### src/rtl/multicycle_pkg.sv
// Shared constants for the multi-cycle RV64-subset control FSM.
package multicycle_pkg;

  localparam int unsigned OP_W    = 7;
  localparam int unsigned STATE_W = 4;
  localparam int unsigned CNT_W   = 32;

  // Opcode field values recognised by the controller
  localparam logic [OP_W-1:0] OP_RTYPE  = 7'b0110011;
  localparam logic [OP_W-1:0] OP_ITYPE  = 7'b0010011;
  localparam logic [OP_W-1:0] OP_LOAD   = 7'b0000011;
  localparam logic [OP_W-1:0] OP_STORE  = 7'b0100011;
  localparam logic [OP_W-1:0] OP_BRANCH = 7'b1100011;

  // FSM state encodings (also visible on state_o for debug)
  localparam logic [STATE_W-1:0] S_IDLE   = 4'd0;
  localparam logic [STATE_W-1:0] S_FETCH  = 4'd1;
  localparam logic [STATE_W-1:0] S_DECODE = 4'd2;
  localparam logic [STATE_W-1:0] S_EXEC_R = 4'd3;
  localparam logic [STATE_W-1:0] S_EXEC_I = 4'd4;
  localparam logic [STATE_W-1:0] S_ADDR   = 4'd5;
  localparam logic [STATE_W-1:0] S_MEM_RD = 4'd6;
  localparam logic [STATE_W-1:0] S_MEM_WR = 4'd7;
  localparam logic [STATE_W-1:0] S_WB_ALU = 4'd8;
  localparam logic [STATE_W-1:0] S_WB_MEM = 4'd9;
  localparam logic [STATE_W-1:0] S_BRANCH = 4'd10;
  localparam logic [STATE_W-1:0] S_TRAP   = 4'd11;

  // ALU operation select
  localparam logic [1:0] ALUOP_ADD   = 2'b00;
  localparam logic [1:0] ALUOP_SUB   = 2'b01;
  localparam logic [1:0] ALUOP_FUNCT = 2'b10;

  // ALU B-operand select
  localparam logic [1:0] SRCB_RS2  = 2'b00;
  localparam logic [1:0] SRCB_FOUR = 2'b01;
  localparam logic [1:0] SRCB_IMM  = 2'b10;

endpackage

### src/rtl/multicycle_ctrl_outdec.sv
// Moore output decoder: maps the current state (plus mem_ready/zero where
// the handshake or branch outcome matters) onto the datapath controls.
module multicycle_ctrl_outdec
  import multicycle_pkg::*;
(
  input  logic [STATE_W-1:0] state_i,
  input  logic               mem_ready_i,
  input  logic               zero_i,
  output logic               PCWrite_o,
  output logic               IRWrite_o,
  output logic               IorD_o,
  output logic               MemRead_o,
  output logic               MemWrite_o,
  output logic               MemtoReg_o,
  output logic               RegWrite_o,
  output logic               ALUSrcA_o,
  output logic [1:0]         ALUSrcB_o,
  output logic [1:0]         ALU_op_o,
  output logic               PCSource_o
);

  // Control decode; every output defaults to 0 so unlisted states are inert
  always_comb begin
    PCWrite_o  = 1'b0;
    IRWrite_o  = 1'b0;
    IorD_o     = 1'b0;
    MemRead_o  = 1'b0;
    MemWrite_o = 1'b0;
    MemtoReg_o = 1'b0;
    RegWrite_o = 1'b0;
    ALUSrcA_o  = 1'b0;
    ALUSrcB_o  = SRCB_RS2;
    ALU_op_o   = ALUOP_ADD;
    PCSource_o = 1'b0;
    case (state_i)
      S_FETCH: begin
        MemRead_o = 1'b1;
        ALUSrcB_o = SRCB_FOUR;
        // PC+4 and IR are only committed on the cycle the read completes
        PCWrite_o = mem_ready_i;
        IRWrite_o = mem_ready_i;
      end
      S_DECODE: begin
        ALUSrcB_o = SRCB_IMM;
      end
      S_EXEC_R: begin
        ALUSrcA_o = 1'b1;
        ALU_op_o  = ALUOP_FUNCT;
      end
      S_EXEC_I: begin
        ALUSrcA_o = 1'b1;
        ALUSrcB_o = SRCB_IMM;
        ALU_op_o  = ALUOP_FUNCT;
      end
      S_ADDR: begin
        ALUSrcA_o = 1'b1;
        ALUSrcB_o = SRCB_IMM;
      end
      S_MEM_RD: begin
        MemRead_o = 1'b1;
        IorD_o    = 1'b1;
      end
      S_MEM_WR: begin
        MemWrite_o = 1'b1;
        IorD_o     = 1'b1;
      end
      S_WB_ALU: begin
        RegWrite_o = 1'b1;
      end
      S_WB_MEM: begin
        RegWrite_o = 1'b1;
        MemtoReg_o = 1'b1;
      end
      S_BRANCH: begin
        ALUSrcA_o  = 1'b1;
        ALU_op_o   = ALUOP_SUB;
        PCSource_o = 1'b1;
        PCWrite_o  = zero_i;
      end
      default: ;
    endcase
  end

endmodule

### src/rtl/multicycle_ctrl.sv
// Multi-cycle control FSM for the RV64 subset (R-format, ld, sd, beq,
// addi/slti). Holds the state register and next-state logic; control
// outputs come from multicycle_ctrl_outdec.
// Optional build macro PERF_CNT_EN adds cycle_cnt_o / instret_cnt_o.
module multicycle_ctrl
  import multicycle_pkg::*;
(
  input  logic               clk_i,
  input  logic               rst_i,
  input  logic [OP_W-1:0]    instr_op_i,
  input  logic               zero_i,
  input  logic               mem_ready_i,
  output logic               PCWrite_o,
  output logic               IRWrite_o,
  output logic               IorD_o,
  output logic               MemRead_o,
  output logic               MemWrite_o,
  output logic               MemtoReg_o,
  output logic               RegWrite_o,
  output logic               ALUSrcA_o,
  output logic [1:0]         ALUSrcB_o,
  output logic [1:0]         ALU_op_o,
  output logic               PCSource_o,
  output logic               illegal_o,
  output logic [STATE_W-1:0] state_o
`ifdef PERF_CNT_EN
  ,
  output logic [CNT_W-1:0]   cycle_cnt_o,
  output logic [CNT_W-1:0]   instret_cnt_o
`endif
);

  logic [STATE_W-1:0] state_q, state_d;
  logic               illegal_q;

  // State register and sticky illegal-opcode flag
  always_ff @(posedge clk_i) begin
    if (rst_i) begin
      state_q   <= S_IDLE;
      illegal_q <= 1'b0;
    end else begin
      state_q   <= state_d;
      illegal_q <= illegal_q | (state_d == S_TRAP);
    end
  end

  // Next-state logic
  always_comb begin
    state_d = state_q;
    case (state_q)
      S_IDLE:   state_d = S_FETCH;
      S_FETCH:  state_d = mem_ready_i ? S_DECODE : S_FETCH;
      S_DECODE: begin
        case (instr_op_i)
          OP_RTYPE:           state_d = S_EXEC_R;
          OP_ITYPE:           state_d = S_EXEC_I;
          OP_LOAD, OP_STORE:  state_d = S_ADDR;
          OP_BRANCH:          state_d = S_BRANCH;
          default:            state_d = S_TRAP;
        endcase
      end
      S_EXEC_R: state_d = S_WB_ALU;
      S_EXEC_I: state_d = S_WB_ALU;
      S_ADDR: begin
        // Opcode is re-read from IR here rather than carried from DECODE
        if (instr_op_i == OP_LOAD)       state_d = S_MEM_RD;
        else if (instr_op_i == OP_STORE) state_d = S_MEM_WR;
        else                             state_d = S_TRAP;
      end
      S_MEM_RD: state_d = mem_ready_i ? S_WB_MEM : S_MEM_RD;
      S_MEM_WR: state_d = mem_ready_i ? S_FETCH : S_MEM_WR;
      S_WB_ALU: state_d = S_FETCH;
      S_WB_MEM: state_d = S_FETCH;
      S_BRANCH: state_d = S_FETCH;
      S_TRAP:   state_d = S_TRAP;
      default:  state_d = S_IDLE;
    endcase
  end

  multicycle_ctrl_outdec u_outdec (
    .state_i     (state_q),
    .mem_ready_i (mem_ready_i),
    .zero_i      (zero_i),
    .PCWrite_o   (PCWrite_o),
    .IRWrite_o   (IRWrite_o),
    .IorD_o      (IorD_o),
    .MemRead_o   (MemRead_o),
    .MemWrite_o  (MemWrite_o),
    .MemtoReg_o  (MemtoReg_o),
    .RegWrite_o  (RegWrite_o),
    .ALUSrcA_o   (ALUSrcA_o),
    .ALUSrcB_o   (ALUSrcB_o),
    .ALU_op_o    (ALU_op_o),
    .PCSource_o  (PCSource_o)
  );

  assign illegal_o = illegal_q;
  assign state_o   = state_q;

`ifdef PERF_CNT_EN
  logic [CNT_W-1:0] cycle_cnt_q, instret_cnt_q;
  logic             busy_c, retire_c;

  // An instruction retires on the edge that returns the FSM to FETCH
  always_comb begin
    busy_c   = (state_q != S_IDLE) && (state_q != S_TRAP);
    retire_c = (state_q == S_WB_ALU) || (state_q == S_WB_MEM) ||
               (state_q == S_BRANCH) || ((state_q == S_MEM_WR) && mem_ready_i);
  end

  // Free-running performance counters, wrapping modulo 2^32
  always_ff @(posedge clk_i) begin
    if (rst_i) begin
      cycle_cnt_q   <= '0;
      instret_cnt_q <= '0;
    end else begin
      if (busy_c)   cycle_cnt_q   <= cycle_cnt_q + CNT_W'(1);
      if (retire_c) instret_cnt_q <= instret_cnt_q + CNT_W'(1);
    end
  end

  assign cycle_cnt_o   = cycle_cnt_q;
  assign instret_cnt_o = instret_cnt_q;
`endif

endmodule

### config.mk
export PLATFORM = sky130hd
export DESIGN_NAME = multicycle_ctrl
export DESIGN_NICKNAME = d
export VERILOG_FILES = /design/src/rtl/multicycle_pkg.sv /design/src/rtl/multicycle_ctrl_outdec.sv /design/src/rtl/multicycle_ctrl.sv
export SDC_FILE = /design/constraint.sdc
export NUM_CORES = 1
export LEC_CHECK = 0
export ABC_AREA = 1
export CORE_UTILIZATION = 38
export CTS_BUF_LIST = sky130_fd_sc_hd__clkbuf_8
export DETAILED_ROUTE_END_ITERATION = 10
export PLACE_DENSITY = 0.88
export SYNTH_ARGS = -nofsm -noshare
export SYNTH_HDL_FRONTEND = slang
export SYNTH_SLANG_ARGS = --single-unit
### constraint.sdc
create_clock -name clk_i -period 1.5 [get_ports clk_i]
set_input_delay 0.3 -clock clk_i [delete_from_list [all_inputs] [get_ports clk_i]]
set_output_delay 0.3 -clock clk_i [all_outputs]
set_load 0.02 [all_outputs]
==> results.txt, run 1 <==
The run finished with clean final reports. The clock root buffer master was sky130_fd_sc_hd__clkbuf_8. Type of origin of the critical path: a flip-flop. After clock tree synthesis, the flow added hold-fix buffers numbering 0. The floorplan has 12 rows. The number of instances in the synthesized netlist was 96; the total clock sinks was 5. The highest achievable clock rate came out at 0.673 GHz. The die covers 1490 sq um.

The distinct cell type count of the synthesized netlist is 13, and the number of enable flip-flop cells after synthesis is 0. Among all flip-flop cells after synthesis, the most frequent one is sky130_fd_sc_hd__dfxtp_1. The required time of the critical path is 1.20 ns, and the setup violation total in the final timing report is 0.

The power density relative to cell area is 711 nW/um^2, and the worst clock skew is 0.00434 ns. The count of nets left with antenna violations once routing finished came out at 0. By count the netlist is led by 25 x sky130_fd_sc_hd__nand2_1, 19 x sky130_fd_sc_hd__nor2_1, 17 x sky130_fd_sc_hd__inv_1, 11 x sky130_fd_sc_hd__nand3_1, 5 x sky130_fd_sc_hd__dfxtp_1. The wire length on met3 came out at 104 microns. The logs give 29 for the count of boundary I/O pins and 4 for the number of detailed-route iterations in the first pass.

For the via count, the log shows 758. Input and output buffers added on the ports amount to 28. Including well taps, the total number of placed cells is 151.

For this run the aggregate overflow at the end of global routing stands at 0. The share of synthesized flip-flops with an asynchronous set or reset was 0. The H-tree depth reported by CTS is 1, and the setup slack of the most critical reg-to-reg path is 0.10 ns. Timing analysis after detailed placement gives a worst setup slack of -0.378 ns.

The routability congestion estimate is 0.798, and the share of Yosys cell area claimed by the top area cell type is 0.196. From bottom edge to top edge, the die measures 38.7 microns. The run gives 673 as the number of global-route vias before repair.

The detailed router put a total of 724 microns of wire on met1. The tools report the maximum clock insertion buffer count as 2. The tools report the synthesized netlist net count as 107.

Setup total negative slack on the finished layout was measured at 0 ns. The number of non-filler instances in the completed layout is 155, and the max-cap check violation count is 0. The run gives 0.845 as the worst slew margin relative to its limit. The tools report the combined global-route utilization of all metal layers as 0.233. Dividing the synthesized area by the synthesized cell count gives 5.32 sq um. Yosys printed 0 warnings. The number of antenna violations at the first check in global routing came out at 0. The number of synthesized register bits works out to 5. For hold timing, the worst endpoint is illegal_o$_SDFF_PP0_. By area the synthesized netlist is led by sky130_fd_sc_hd__dfxtp_1 20%, sky130_fd_sc_hd__nand2_1 18%, sky130_fd_sc_hd__nor2_1 14%, sky130_fd_sc_hd__inv_1 13%, sky130_fd_sc_hd__nand3_1 11%.

Of all nets on the critical path, the largest fanout is 5. After routing the design area is 963 sq um. STA classifies the critical path endpoint as a primary output.

After the first detailed-routing iteration, the DRC count stood at 14. The post-route DRC violation count was 0; the average routed wire per standard cell was 11.6 microns. The number of cells traversed by the worst register-to-register path was 10; the number of CTS-inserted buffers was 3. The routed design has 1.80 mm of wire.

The insertion delay of the later-clocked pin in the worst-skew pair is 0.22 ns. The clock-pin transition on the worst setup and hold timing paths came out at 0.04 ns. After floorplanning, the core was sized to cover 1170 sq um.

Hold is met by 0.461 ns. The worst hold path cell count came out at 2. Final worst-path cycle share: 0.991.

In the detailed route, the total length drawn on met2 is 954 microns. The global-route wire length before repair was 2.43 mm. Counting I/O delays and the setup requirement, the final critical path takes 1.49 ns.

The tools report the share of the yosys chip area belonging to registers as 0.196. The run gives 0 as the total inserted antenna cells. In this run the most critical hold path is launched from illegal_o$_SDFF_PP0_. For this design the static power due to leakage is 0.541 nW. The worst-case IR drop observed on VDD is 0.711 mV.

Relative to the synthesized area, the layout overhead comes to 88.7%. The maximum number of pins on one net before global-route repair was 8. Routed signal wires occupy layers up through met4. The critical path is of the reg2out type.

The worst register-to-register path begins at state_o[0]$_SDFF_PP0_. The half-perimeter wire length of the detailed placement result came out at 1.24 mm. In this run the critical register-to-register path is captured at illegal_o$_SDFF_PP0_. Among all cell types in the netlist, the one instantiated most often is sky130_fd_sc_hd__nand2_1.

The run gives 0 as the total count of max-transition violations in the final report. The horizontal die dimension works out to 38.7 microns. The proportion of layout cells with a drive suffix above 1 is 0.362, and the actual slew at the worst max-slew pin is 0.234 ns.

In the routed layout, each cell is associated on average with a via count of 4.89. TritonCTS built the clock tree. The tools report the combined area of all synthesized cells as 510 sq um. sky130_fd_sc_hd__dfxtp_1 takes more of the synthesized area than any other cell. In the post-route analysis, the smallest setup slack over all paths is 0.0141 ns. The final layout contains 153 nets. Setup repair after global routing could not meet its margin everywhere. The effective utilization at floorplan came out at 0.436.

The tightest min-delay check is of the reg2reg type. For the worst setup path, the data arrival time is 1.19 ns. The run gives 0 as the final hold violation count.

The instance area after placement was 915 sq um; the count of buffers added by post-CTS timing repair for setup was 0.
area by class of cell:
| cell class | instances | area, sq um |
|---|---|---|
| multi-input cells | 69 | 354 |
| flip-flops and latches | 5 | 113 |
| clock buffers | 3 | 41.3 |
| clock inverters | 1 | 3.75 |
| well taps | 14 | 17.5 |
| inverters | 21 | 81.3 |
| repair buffers | 42 | 353 |
| fillers | 87 | 208 |
cells by family (layout without fill, tap and decap cells):
family	after synthesis	in the layout	share of synthesized area
AO/OA/AOI/OAI	4	4	0.0613
buffers and inverters	22	67	0.169
flip-flops	5	5	0.196
AND/OR/NAND/NOR	65	65	0.574
layer usage:
| metal | GRT usage | up-vias |
|---|---|---|
| met1 | 0.253 | 341 |
| met5 | 0 | - |
| met2 | 0.458 | 33 |
| met4 | 0.0776 | 0 |
| li1 | - | 382 |
| met3 | 0.0173 | 2 |
power by group:
part           leakage [nW]  internal (W)  switching [W]
Clock                0.0269      0.000176      0.0000697
Sequential           0.0433      0.000143      0.0000168
Combinational         0.471      0.000124       0.000156
worst max-delay path by stage:
stage | startpoint | end | slack (ns) | cells after the start
6_report | state_o[2]$_SDFF_PP0_ | ALUSrcA_o | 0.01 | 7
5_1_grt | state_o[2]$_SDFF_PP0_ | ALUSrcA_o | -0.04 | 7
4_1_cts | state_o[2]$_SDFF_PP0_ | PCWrite_o | -0.07 | 6
3_5_place_dp | mem_ready_i | PCWrite_o | -0.38 | 4
3_3_place_gp | mem_ready_i | PCWrite_o | -0.36 | 4
2_1_floorplan | state_o[3]$_SDFF_PP0_ | MemRead_o | 0.02 | 3
flip-flops by register name, summed over array words and instances (netlist names):
| signal | flops |
|---|---|
| state_o | 4 |
| illegal_o | 1 |
critical path, stage by stage (launching register included):
cell	delay [ns]
sky130_fd_sc_hd__dfxtp_4	0.38
sky130_fd_sc_hd__inv_4	0.06
sky130_fd_sc_hd__nor2_4	0.13
sky130_fd_sc_hd__nand2_2	0.10
sky130_fd_sc_hd__inv_2	0.07
sky130_fd_sc_hd__nor2_2	0.03
sky130_fd_sc_hd__nand3_1	0.07
sky130_fd_sc_hd__buf_6	0.12
what timing repair did:
action	4_1_cts	5_1_grt
endpoints found under the setup margin	17	11
gates resized for setup	57	17
pin swaps	0	4
stage by stage:
| stage | total power [W] | util |
|---|---|---|
| 3_5_place_dp | 0.000448 | 0.781 |
| 6_report | 0.000685 | 0.823 |
| 3_3_place_gp | 0.000442 | 0.781 |
| 4_1_cts | 0.000677 | 0.804 |
| 2_1_floorplan | 0.000302 | - |
| 5_1_grt | 0.000721 | 0.823 |
cells in the final DEF (no fill, tap or decap), types with 4 or more instances in the layout:
cell type                          n
sky130_fd_sc_hd__buf_2             5
sky130_fd_sc_hd__nor2_1           15
sky130_fd_sc_hd__nand2_1          23
sky130_fd_sc_hd__dlygate4sd2_1     4
sky130_fd_sc_hd__buf_4            17
sky130_fd_sc_hd__nor2_2            5
sky130_fd_sc_hd__nand3_1          11
sky130_fd_sc_hd__clkdlybuf4s50_1  11
sky130_fd_sc_hd__nor2_4            4
sky130_fd_sc_hd__inv_1            18
(Power assumes the default switching activity.)
==> run 2, diff against run 1 <==
CTS_CLUSTER_DIAMETER = 200   (was unset)
CTS_CLUSTER_SIZE = 14   (was unset)
clock period = 1.65 ns   (was 1.5 ns; I/O delays follow)
==> run 2 against run 1 <==
Compared with the run above: sequential share of layout area is 0.41 points lower; critical path depth is 6 lower; final area fell by 4.4%; non-clock buffer count shrank 1; critical path type unchanged; wire length decreased by 6.3%; final cell count decreased by 0.65%; largest cell class unchanged; highest routed layer unchanged; sequential cell count stayed put; clock power shrank 12%; die area is the same.
==> results.txt, run 2 (same netlist as run 1, synthesis figures left out) <==
The flow ran to the end, and the final reports show no timing, DRC or antenna violations. The relative contribution of sequential cells to total power was 0.238 (+0.005); the final critical delay including setup and external delays was 1.59 ns. The number of port buffers is 28 (unchanged). The number of detailed-route iterations in the first pass was 4 (unchanged).

Traced cell by cell, the critical path runs through clkdlybuf4s50_1. For the H-tree depth reported by CTS, the log shows 1 (unchanged). The total number of placement rows is 12 (unchanged). The proportion of layout cells with a drive suffix above 1 works out to 0.321 (-0.0403).

The met1 usage was 0.298 (+0.0456). The switching part of the total power works out to 0.347 (-0.00647). The remaining antenna violation count was 0 (unchanged); the total leakage power was 0.569 nW (+5.2%).

Among all stages on the critical path, the largest delay is contributed by sky130_fd_sc_hd__clkdlybuf4s50_1. For the number of nets in the finished design, the log shows 152 (-0.65%). The run gives 1.68 mm (-6.3%) as the routed wire length. Share of power burned in combinational logic: 0.408 (about the same).

The cell family contributing the most delay on the critical path is buffers and inverters. The proportion of power drawn by the clock network was 0.354 (-0.004). For the routability congestion estimate, the log shows 0.831 (+4.1%). The logs give 92 (+5.7%) for the count of fill cells added during filler insertion and 0.786 (-0.0363) for the final core area utilization. The vertical die dimension works out to 38.7 microns (unchanged).

The area of the die came out at 1490 sq um (unchanged). The final hold violation count was 0 (unchanged); the flip-flop count of the largest register, all copies and words added was 4 (unchanged). The actual slew at the worst max-slew pin was 0.235 ns (+0.000834 ns); the clock-pin transition on the worst setup and hold timing paths was 0.03 ns (about the same).

For the core region area, the log shows 1170 sq um (unchanged). The maximum vdd ir drop is 0.556 mV (-22%). The summed area of non-filler cells in the final layout came out at 921 sq um (-4.4%). Timing would allow up to 0.630 GHz. Horizontal die dimension: 38.7 microns (unchanged).

Most crowded layer after global routing: met2. The met2 capacity usage during global routing is 0.479 (+0.0208). The library cells used most frequently in the layout, excluding fill and tap cells, are 23 x sky130_fd_sc_hd__nand2_1, 18 x sky130_fd_sc_hd__inv_1, 17 x sky130_fd_sc_hd__nor2_1. Leaving out fill and tap cells, the most frequent cell in the layout is sky130_fd_sc_hd__nand2_1. The tools report the hold buffer count at CTS as 0 (unchanged).

The tools report the data arrival time of the worst path as 1.26 ns (+0.07 ns). The maximum number of pins on one net before global-route repair is 8 (unchanged), and the internal power consumption is 0.000398 W (-10%). The tools report the count of buffers added by post-CTS timing repair for setup as 0 (unchanged).

The insertion delay of the later-clocked pin in the worst-skew pair was 0.22 ns (about the same). The tools report the total count of max-transition violations in the final report as 0 (unchanged). The worst setup path is captured at a primary output.

The tools report the number of global-route vias before repair as 694 (+3.1%). The run gives 734 (-3.2%) as the via count. The peak fanout along the critical path came out at 5 (unchanged). In this run the clock root is driven by a sky130_fd_sc_hd__clkbuf_8.

Stage delay of the slowest cell on the critical path: 0.63 ns (+0.25 ns). The tools report the count of boundary I/O pins as 29 (unchanged). The type of origin of the critical path was a flip-flop.

The run gives 0.843 (-0.00143) as the worst slew margin relative to its limit. The logs give 0 (unchanged) for the number of antenna violations at the first check in global routing and 0 (unchanged) for the post-route DRC violation count. The setup violation total in the final timing report is 0 (unchanged). The tightest hold margin was 0.454 ns (-0.00689 ns). The logs give 0.000211 W (-13%) for the power dissipated by switching net loads and 0.0520 (+0.0347) for the global routing met3 resource utilization. Instance area after placement: 901 sq um (-1.5%). The logs give 2 (unchanged) for the maximum clock insertion buffer count and 0.436 (unchanged) for the effective utilization at floorplan. The path class of the tightest hold or removal check is reg2reg. TritonCTS built the clock tree.

The aggregate global routing overflow was 0 (unchanged). Relative to the synthesized area, the layout overhead comes to 80.4%. Post-route total power: 0.000609 W (-11%).

For the worst clock skew, the log shows 0.00212 ns (-0.00223 ns). The max-cap check violation count came out at 0 (unchanged). For the total clock sinks, the log shows 5 (unchanged). For the final setup TNS, the log shows 0 ns (unchanged). The number of buffer and inverter instances along the worst setup path was 1 (-2); the count of routing violations after the opening detailed-route iteration was 32 (+18). Half-perimeter wire length of the detailed placement result: 1.33 mm (+7.4%). The average routed wire per standard cell works out to 10.9 microns (-5.7%).

The required time of the critical path is 1.32 ns (+0.12 ns). Setup repair after global routing left no endpoint under its margin. The final worst-path cycle share was 0.962.

The tools report the number of CTS-inserted buffers as 3 (unchanged). The tools report the combined global-route utilization of all metal layers as 0.272 (+0.0396). Total inserted antenna cells: 0 (unchanged). The global-route wire length before repair is 2.73 mm (+13%). Critical path class: reg2out.

Power density relative to cell area: 662 nW/um^2 (-6.9%). The average vias per placed instance is 4.77 (-2.5%).
==> run 2: changes by cell type in the layout (fill, tap and decap cells not counted), sizes merged <==
cell / previous run / this run
clkdlybuf4s15: 3 / 0
dlygate4sd2: 4 / 3
clkbuf: 3 / 10
clkdlybuf4s50: 11 / 12
buf: 24 / 16
dlymetal6s2s: 0 / 3
==> run 2: through the flow <==
step                instances  worst slack [ns]
detailed placement        150            -0.313
CTS                       154           0.00573
floorplan                  96            0.0446
global route              154           0.00908
global placement          150            -0.271
finish                    154            0.0632
==> run 2: cell type report <==
cell class / count / area, sq um / share of cell area
Clock inverter: 1 / 3.75 / 0.00408
Inverter: 21 / 78.8 / 0.0856
Tap cell: 14 / 17.5 / 0.0190
Timing Repair Buffer: 41 / 332 / 0.360
Multi-Input combinational cell: 69 / 344 / 0.374
Clock buffer: 3 / 41.3 / 0.0448
Sequential cell: 5 / 104 / 0.113
==> run 2: worst paths after layout <==
check	endpoint	slack, ns	depth (start not counted)	from
max reg2reg	illegal_o$_SDFF_PP0_	0.24	10	state_o[0]$_SDFF_PP0_
max	state_o[3]	0.06	1	state_o[3]$_SDFF_PP0_
min	illegal_o$_SDFF_PP0_	0.45	2	illegal_o$_SDFF_PP0_
min reg2reg	illegal_o$_SDFF_PP0_	0.45	2	illegal_o$_SDFF_PP0_
==> run 2: power groups by stage <==
stage / logic [W] / clock network (W) / registers, W
final: 0.000249 / 0.000216 / 0.000145
after global routing: 0.000270 / 0.000228 / 0.000146
after CTS: 0.000251 / 0.000222 / 0.000143
after detailed placement: 0.000262 / 0 / 0.000143
after global placement: 0.000254 / 0 / 0.000143
after floorplan: 0.000116 / 0 / 0.000157
==> run 2: per-layer routing <==
layer / up-vias / share of wire
met5: - / 0
met4: 0 / 0.022
met3: 5 / 0.080
met2: 34 / 0.50
met1: 319 / 0.40
li1: 376 / -
==> run 2: what timing repair did <==
action                                  4_1_cts  5_1_grt
pin swaps                                     0        1
gates resized for setup                      29       19
gates cloned                                  0        0
endpoints found under the setup margin       16       15
==> run 3, diff against run 2 <==
CTS_CLUSTER_DIAMETER = 150   (was 200)
==> results of run 3 <==
No change in the layout: final DEF, timing and power equal those of run 2.
